## src/rtl/button_debounce_irq.sv

```systemverilog
// Eight-button synchroniser/debouncer with sticky change flags and a maskable interrupt.
// Optional saturating debounced-edge counter enabled by defining DEBOUNCE_EVENT_COUNT_EN.
module button_debounce_irq #(
  parameter int          TICK_DIV       = 1000,
  parameter int          DEBOUNCE_TICKS = 10,
  parameter logic [7:0]  INIT_LEVEL     = 8'hFF
) (
  input  logic       PCLK,
  input  logic       RESET,
  input  logic [7:0] btn_raw,
  input  logic [7:0] irq_mask,
  input  logic       clr_valid,
  input  logic [7:0] clr_mask,
  output logic [7:0] btn_db,
  output logic [7:0] change,
  output logic       INT,
  output logic [7:0] event_count
);

  localparam int             PW         = (TICK_DIV > 1) ? $clog2(TICK_DIV) : 1;
  localparam int             CW         = $clog2(DEBOUNCE_TICKS) + 1;
  localparam logic [PW-1:0]  PRESC_LAST = PW'(TICK_DIV - 1);
  localparam logic [CW-1:0]  CNT_LAST   = CW'(DEBOUNCE_TICKS - 1);

  logic [PW-1:0] r_presc;
  logic          w_tick;
  logic [7:0]    r_sync1;
  logic [7:0]    r_sync2;
  logic [7:0]    r_db;
  logic [7:0]    r_change;
  logic          r_int;
  logic [7:0]    w_accept;
  logic [7:0]    w_clr;

  assign w_tick = (r_presc == PRESC_LAST);
  assign w_clr  = clr_valid ? clr_mask : 8'h00;

  // Free-running sample prescaler; input activity never restarts it.
  always_ff @(posedge PCLK or posedge RESET) begin
    if (RESET) begin
      r_presc <= '0;
    end else if (w_tick) begin
      r_presc <= '0;
    end else begin
      r_presc <= r_presc + PW'(1);
    end
  end

  always_ff @(posedge PCLK or posedge RESET) begin
    if (RESET) begin
      r_sync1 <= INIT_LEVEL;
      r_sync2 <= INIT_LEVEL;
    end else begin
      r_sync1 <= btn_raw;
      r_sync2 <= r_sync1;
    end
  end

  generate
    for (genvar gi = 0; gi < 8; gi++) begin : g_bit
      logic [CW-1:0] r_cnt;
      logic          w_diff;

      assign w_diff       = (r_sync2[gi] != r_db[gi]);
      assign w_accept[gi] = w_diff && w_tick && (r_cnt == CNT_LAST);

      // Any sample agreeing with the accepted level restarts qualification.
      always_ff @(posedge PCLK or posedge RESET) begin
        if (RESET) begin
          r_cnt <= '0;
        end else if (!w_diff) begin
          r_cnt <= '0;
        end else if (w_tick) begin
          if (r_cnt == CNT_LAST) begin
            r_cnt <= '0;
          end else begin
            r_cnt <= r_cnt + CW'(1);
          end
        end
      end
    end
  endgenerate

  // An accepted bit always differs from sync, so toggling adopts the new level.
  always_ff @(posedge PCLK or posedge RESET) begin
    if (RESET) begin
      r_db     <= INIT_LEVEL;
      r_change <= 8'h00;
      r_int    <= 1'b0;
    end else begin
      r_db     <= r_db ^ w_accept;
      r_change <= (r_change & ~w_clr) | w_accept;
      r_int    <= |(r_change & irq_mask);
    end
  end

  assign btn_db = r_db;
  assign change = r_change;
  assign INT    = r_int;

`ifdef DEBOUNCE_EVENT_COUNT_EN
  logic [7:0] r_evt;
  logic [3:0] w_pop;
  logic [7:0] w_base;
  logic [8:0] w_sum;

  always_comb begin
    w_pop = 4'd0;
    for (int k = 0; k < 8; k++) begin
      w_pop = w_pop + {3'b000, w_accept[k]};
    end
  end

  // A full-mask clear restarts the count; same-cycle edges still add on top.
  assign w_base = (clr_valid && (clr_mask == 8'hFF)) ? 8'h00 : r_evt;
  assign w_sum  = {1'b0, w_base} + {5'b00000, w_pop};

  always_ff @(posedge PCLK or posedge RESET) begin
    if (RESET) begin
      r_evt <= 8'h00;
    end else begin
      r_evt <= w_sum[8] ? 8'hFF : w_sum[7:0];
    end
  end

  assign event_count = r_evt;
`else
  assign event_count = 8'h00;
`endif

endmodule

```

## config.mk

```make
export PLATFORM = sky130hd
export DESIGN_NAME = button_debounce_irq
export DESIGN_NICKNAME = d
export VERILOG_FILES = /design/src/rtl/button_debounce_irq.sv
export SDC_FILE = /design/constraint.sdc
export NUM_CORES = 1
export LEC_CHECK = 0
export ABC_AREA = 1
export BUFFER_PORTS_ARGS = -buffer_cell sky130_fd_sc_hd__buf_4
export CAP_MARGIN = 30
export CELL_PAD_IN_SITES_DETAIL_PLACEMENT = 1
export CELL_PAD_IN_SITES_GLOBAL_PLACEMENT = 1
export CORE_MARGIN = 2
export CORE_UTILIZATION = 40
export CTS_CLUSTER_DIAMETER = 30
export CTS_CLUSTER_SIZE = 25
export DETAILED_ROUTE_END_ITERATION = 16
export HOLD_SLACK_MARGIN = 0.1
export PLACE_DENSITY = 0.79
export REMOVE_ABC_BUFFERS = 1
export SLEW_MARGIN = 20
export SYNTH_ARGS = -nofsm -noshare
export SYNTH_HDL_FRONTEND = slang
export SYNTH_SLANG_ARGS = --single-unit
```

## constraint.sdc

```tcl
create_clock -name PCLK -period 2.52 [get_ports PCLK]
set_input_delay 0.504 -clock PCLK [delete_from_list [all_inputs] [get_ports PCLK]]
set_output_delay 0.504 -clock PCLK [all_outputs]
set_load 0.1 [all_outputs]
```

==> flow_summary_export.csv, run 1 <==
group,metric,value,unit
synth,synthesis.area_per_instance,8.57,um^2
timing,finalCritPeriodShare,71.5,%
cts,cts.htree.levels,3,
drt,vias,3665,
critical_path,slack_of_the_worst_reg_to_reg_path,0.72,ns
place,numPlacedInstances,698,
synth,yosys_warnings,0,
critical_path,crit_required,2.76,ns
job,cap_viol_max_count,0,
timing,timing_worst_slew_pin_value,0.628,ns
critical_path,critPathMaxFanout,44,
timing,slew-limit-headroom,58.1,%
grt,grt_overall_usage,20.4,%
min_path,worstHoldPathType,"in -> async",
cts,cts.sink_count,83,
critical_path,crit_chain,"ha_1 -> nand2_1 -> nor2_4 -> nand2_4 -> nand3_1 -> o21ai_2",
grt,first_pass_grt_wire_length,19100,um
synth,synth.ff_latch_count,83,
cts,cts.clk_slew.worst_paths,0.08,ns
critical_path,critical_path_endpoint_category,"flip-flop",
cells_and_area,share_of_cells_above_drive_strength_1,24.4,%
synth,ys_dominant_reg_cell,"sky130_fd_sc_hd__dfrtp_1",
timing,fin_worst_skew,0.0127,ns
place,hpwl_reported_at_the_end_of_detailed_placement,7980,um
drt,drt_wl_total,10900,um
cts,cts_resized,0,
cts,clock_tree.buffer_depth,2,
cts,ctsRootBufferMaster,"sky130_fd_sc_hd__clkbuf_8",
timing,finalHoldWorstSlack,0.209,ns
cells_and_area,final_cell_count_no_fill,714,
place,place_congestion,0.786,
critical_path,critical_path_buf_inv_count,0,
cells_and_area,sequential_cell_area,2110,um^2
floorplanning,die_area,12000,um^2
critical_path,reg2regPathDepth,6,
synth,synth_largest_area_cell,"sky130_fd_sc_hd__dfrtp_1",
power_and_ir_drop,total_leakage_power,2.51,nW
drt,drc,0,
synth,netlist_top_cells_area,"sky130_fd_sc_hd__dfrtp_1 33%, sky130_fd_sc_hd__dfstp_2 14%, sky130_fd_sc_hd__nand2_1 10%, sky130_fd_sc_hd__nand3_1 7.1%, sky130_fd_sc_hd__inv_1 5.6%",
cts,cts_buffers,9,
place,buffer_ports.inserted,43,
power_and_ir_drop,cellPowerDensity,487,nW/um^2
synth,synth_top_area_share,33.2,%
floorplanning,horizontal_die_dimension,109,um
synth,synth_seq_area_share,47.4,%
synth,synth-async-reset-ratio,100,%
drt,drt_pass1_iterations,4,
critical_path,worst_flop_to_flop_path_endpoint,"g_bit[1].r_cnt[2]",
critical_path,worst-setup-path-type,"reg -> reg",
cells_and_area,fillCellCount,1316,
run_status,outcome,"completed",
critical_path,total_stage_count_of_the_critical_path,6,
critical_path,reg2reg_from,"r_presc[0]",
drt,drt_first_iter_violations,91,
critical_path,cpLargestDelayFamily,"simple AND/OR/NAND/NOR gates",
timing,fmax,555,MHz
grt,antenna_found_initial,0,
floorplanning,initial_core_util,41.0,%
synth,synth_cells,519,
timing,slew_violations,0,
critical_path,cp_data_arrival_time,2.04,ns
drt,post_drt_wl_per_cell,15.3,um
synth,ys_top_cells_by_count,"121 x sky130_fd_sc_hd__nand2_1, 66 x sky130_fd_sc_hd__inv_1, 63 x sky130_fd_sc_hd__nand3_1",
cts,clk-insertion-delay-late,0.36,ns
critical_path,critical_path.endpoint,"g_bit[1].r_cnt[2]",
drt,drt.antenna.violating_nets,0,
timing,final_period_minus_worst_setup_slack,1.80,ns
power_and_ir_drop,ir_drop,306,uV
floorplanning,placementRows,38,
synth,synth_enable_flop_cells,0,
synth,yosysUniqueCellTypes,27,
timing,setup_repair_after_global_routing_missed_its_margin,"no",
timing,setup_viol,0,
critical_path,critical-path-slowest-cell,"sky130_fd_sc_hd__dfrtp_1",
cts,cts_tree,"built",
grt,grt_max_degree,45,
cells_and_area,antenna_cells_inserted,0,
timing,report.final.hold_viol_count,0,
cells_and_area,multi_input_gate_area,1990,um^2
cells_and_area,area_growth,14.3,%
grt,global_route.overflow_total,0,
cells_and_area,final_nets,613,
drt,via_per_inst,5.13,
critical_path,startpoint_type,"flip-flop",
cts,postCtsSetupRepairBufs,0,
cts,holdBufCountCts,0,
floorplanning,io-pin-count,52,
floorplanning,chipHeight,109,um
synth,most_used_standard_cell_by_instance_count_after_synthesis,"sky130_fd_sc_hd__nand2_1",
synth,post_synth_instance_area,4450,um^2
critical_path,cp-startpoint,"r_presc[0]",
critical_path,crit_path_max_incr_delay,0.37,ns
floorplanning,core-area,10800,um^2
grt,grt_pass1_vias,4026,
layout by cell type (no fill, tap or decap), types with 15 or more instances in the layout:
cell type	instances
sky130_fd_sc_hd__buf_4	46
sky130_fd_sc_hd__dfrtp_1	59
sky130_fd_sc_hd__dfstp_2	24
sky130_fd_sc_hd__ha_1	17
sky130_fd_sc_hd__inv_1	65
sky130_fd_sc_hd__nand2_1	121
sky130_fd_sc_hd__nand3_1	63
sky130_fd_sc_hd__nand4_1	27
sky130_fd_sc_hd__nor2_1	27
sky130_fd_sc_hd__o21ai_1	25
sky130_fd_sc_hd__o21ai_2	15
sky130_fd_sc_hd__or2_2	23
final cells by class:
type / instances / area share [%]
Clock buffer: 11 / 2.78
Clock inverter: 5 / 1.03
Inverter: 68 / 5.05
Multi-Input combinational cell: 360 / 39.1
Sequential cell: 83 / 41.4
Tap cell: 140 / 3.45
Timing Repair Buffer: 47 / 7.19
worst min path at each step:
stage | cells after the start | start | slack [ns] | end
after global placement | 0 | r_sync1[1] | 0.35 | r_sync2[1]
final | 2 | RESET | 0.21 | g_bit[0].r_cnt[1]
after floorplan | 0 | r_sync1[0] | 0.35 | r_sync2[0]
after detailed placement | 0 | r_sync1[0] | 0.35 | r_sync2[0]
after CTS | 2 | RESET | 0.22 | change[5]
after global routing | 1 | btn_raw[1] | 0.23 | r_sync1[1]
flip-flops by register name, indices dropped and copies added, names as in the netlist:
| signal | flops |
|---|---|
| g_bit.r_cnt | 40 |
| r_presc | 10 |
| btn_db | 8 |
| change | 8 |
| r_sync1 | 8 |
| r_sync2 | 8 |
| INT | 1 |
cell families (layout without fill, tap and decap cells):
| family | after synthesis | in the layout | share of synthesized area (%) |
|---|---|---|---|
| fa+ha+maj | 17 | 17 | 4.78 |
| compound gates | 47 | 47 | 6.89 |
| other cells | 1 | 8 | 0.0843 |
| simple gates | 276 | 276 | 29.9 |
| flops | 83 | 83 | 47.4 |
| buf+inv | 83 | 131 | 8.55 |
| xor+xnor | 12 | 12 | 2.36 |
where the power goes:
part           switching, mW  internal (mW)  total [mW]  leakage (nW)
clock                  0.486          0.481       0.967        0.0991
combinational          0.111         0.0346       0.146          1.35
sequential           0.00755           1.36        1.36          1.06
routing by layer:
metal | up-vias | wire [um] | part of all wire [%] | track usage, %
met5 | - | 0 | 0 | 0
met4 | 0 | 165 | 1.5 | 5.88
met3 | 12 | 228 | 2.1 | 2.13
met2 | 45 | 5850 | 54 | 38.1
met1 | 1842 | 4690 | 43 | 24.6
li1 | 1766 | - | - | -
metrics by stage:
stage / util (%) / setup WS, ns / cell area, um^2 / total power [mW] / setup TNS, ns
2_1_floorplan: - / -0.0811 / 4350 / 1.48 / -4.78
3_3_place_gp: 45.1 / 0.809 / 4890 / 1.53 / 0
3_5_place_dp: 45.1 / 0.677 / 4890 / 1.54 / 0
4_1_cts: 46.9 / 0.665 / 5080 / 2.51 / 0
5_1_grt: 46.9 / 0.525 / 5080 / 2.57 / 0
6_report: 46.9 / 0.719 / 5080 / 2.47 / 0
No activity file was read; power rests on OpenSTA's default activity.
==> run 2: changes to the inputs <==
CORE_UTILIZATION = 44   (was 40)
PLACE_DENSITY = 0.83   (was 0.79)
clock period = 1.7 ns   (was 2.52 ns; I/O delays follow)
==> run 2 against run 1 <==
  * Final cell count grew 0.70%
  * Combinational power grew 58%
  * Highest routed layer unchanged
  * Sequential power grew 49%
  * Largest cell class unchanged
  * Critical path type is now reg -> out
  * Setup slack lost 0.60 ns
  * First-iteration DRC count grew 33%
==> flow_summary_export.csv, run 2 (synthesis results as in run 1) <==
group,metric,value,unit
run_status,outcome,"completed",
drt,via_per_inst,5.23,
job,cap_viol_max_count,0,
critical_path,crit_required,1.36,ns
critical_path,critical-path-slowest-cell,"sky130_fd_sc_hd__dfstp_2",
cells_and_area,fillCellCount,1190,
cells_and_area,area_growth,17.7,%
grt,grtUsageMet3,4.12,%
cells_and_area,layout_commonest_cell,"sky130_fd_sc_hd__nand2_1",
critical_path,critPathMaxFanout,4,
cells_and_area,largest_register_ffs,40,
place,dpl-instance-area,4900,um^2
floorplanning,core-area,9770,um^2
place,place_congestion,0.822,
cells_and_area,top_regs,"g_bit.r_cnt: 40 flops, r_presc: 10 flops",
floorplanning,chipHeight,105,um
grt,first_pass_grt_wire_length,19900,um
power_and_ir_drop,cellPowerDensity,745,nW/um^2
timing,finalHoldWorstSlack,0.217,ns
timing,setup_repair_after_global_routing_missed_its_margin,"no",
critical_path,worst-setup-path-type,"reg -> out",
cells_and_area,layout.cells.most_common_list,"121 x sky130_fd_sc_hd__nand2_1, 65 x sky130_fd_sc_hd__inv_1, 63 x sky130_fd_sc_hd__nand3_1",
cts,clock_tree.buffer_depth,2,
timing,report.final.hold_viol_count,0,
critical_path,crit_path_max_incr_delay,0.57,ns
floorplanning,initial_core_util,45.5,%
place,buffer_ports.inserted,43,
critical_path,crit_chain,"buf_4",
cts,ctsRootBufferMaster,"sky130_fd_sc_hd__clkbuf_8",
critical_path,critical_path_buf_inv_count,1,
drt,vias,3760,
grt,use_met2,42.0,%
grt,met1_usage,27.0,%
timing,slew_violations,0,
timing,finalCritPeriodShare,93.1,%
timing,fin_worst_skew,0.00921,ns
cts,cts.sink_count,83,
cells_and_area,antenna_cells_inserted,0,
cts,cts_tree,"built",
timing,final_period_minus_worst_setup_slack,1.58,ns
cts,cts.htree.levels,3,
critical_path,cpLargestDelayFamily,"flip-flops",
timing,fmax,632,MHz
critical_path,critical_path_endpoint_category,"primary output",
drt,drt.antenna.violating_nets,0,
floorplanning,die_area,10900,um^2
cells_and_area,largest-register,"g_bit.r_cnt",
critical_path,startpoint_type,"flip-flop",
grt,grt_pass1_vias,4035,
grt,antenna_found_initial,0,
drt,post_drt_wl_per_cell,16.6,um
floorplanning,horizontal_die_dimension,105,um
timing,setup_viol,0,
grt,top_usage_layer,"met2",
cts,cts_buffers,9,
grt,grt_max_degree,84,
drt,drt_pass1_iterations,4,
cells_and_area,share_of_cells_above_drive_strength_1,24.9,%
floorplanning,placementRows,36,
cells_and_area,final_nets,625,
grt,global_route.overflow_total,0,
drt,drt_wl_total,12000,um
grt,grt_overall_usage,23.0,%
power_and_ir_drop,ir_drop,354,uV
cells_and_area,final_area,5230,um^2
drt,drt_first_iter_violations,121,
critical_path,cp_data_arrival_time,1.24,ns
timing,fin_setup_tns,0,ns
drt,drc,0,
power_and_ir_drop,total_leakage_power,2.56,nW
floorplanning,io-pin-count,52,
cts,clk-insertion-delay-late,0.37,ns
min_path,worstHoldPathType,"in -> reg",
power_and_ir_drop,power.total,3.90,mW
cts,cts.clk_slew.worst_paths,0.09,ns
place,hpwl_reported_at_the_end_of_detailed_placement,8210,um
## run 2: final timing paths
kind	start	end	slack, ns	cells after the start
worst max-delay path	btn_db[2]	btn_db[2]	0.12	1
worst min-delay path	clr_mask[0]	change[0]	0.22	4
worst max register to register	r_presc[0]	change[6]	0.12	6
worst min register to register	r_sync1[7]	r_sync2[7]	0.35	0
max in group asynchronous	RESET	r_sync2[2]	0.70	4
min in group asynchronous	RESET	change[1]	0.61	4
## run 2: what timing repair did
action | CTS | global route
gates resized for setup | 1 | 2
setup endpoints to repair | 1 | 8
hold buffers | 9 | 0
endpoints found under the hold margin | 67 | 0
pin swaps | 0 | 1
setup buffers | 0 | 1
## run 2: cell type report
class,count,area [um^2],area share [%]
Inverter,68,256,4.90
Tap cell,133,166,3.18
Timing Repair Buffer,59,478,9.13
Sequential cell,83,2110,40.3
Multi-Input combinational cell,360,2000,38.2
Clock buffer,11,151,2.89
Clock inverter,5,75.1,1.43
## run 2: routing by layer
metal / up-vias / part of all wire [%]
li1: 1790 / -
met1: 1888 / 41
met4: 0 / 1.8
met5: - / 0
met3: 18 / 3.4
met2: 64 / 54
## run 2: stage by stage
stage                     instances  utilization [%]  setup WS, ns
after floorplan                 511                -        -0.737
after global placement          693             50.1         0.201
after detailed placement        693             50.1        0.0769
after CTS                       718             53.4        0.0929
after global routing            719             53.5       0.00540
final                           719             53.5         0.118
## run 2: power by group
part	switching, mW	leakage (nW)	internal (mW)
Sequential	0.0113	1.06	2.01
Combinational	0.167	1.38	0.0634
Clock	0.748	0.119	0.901
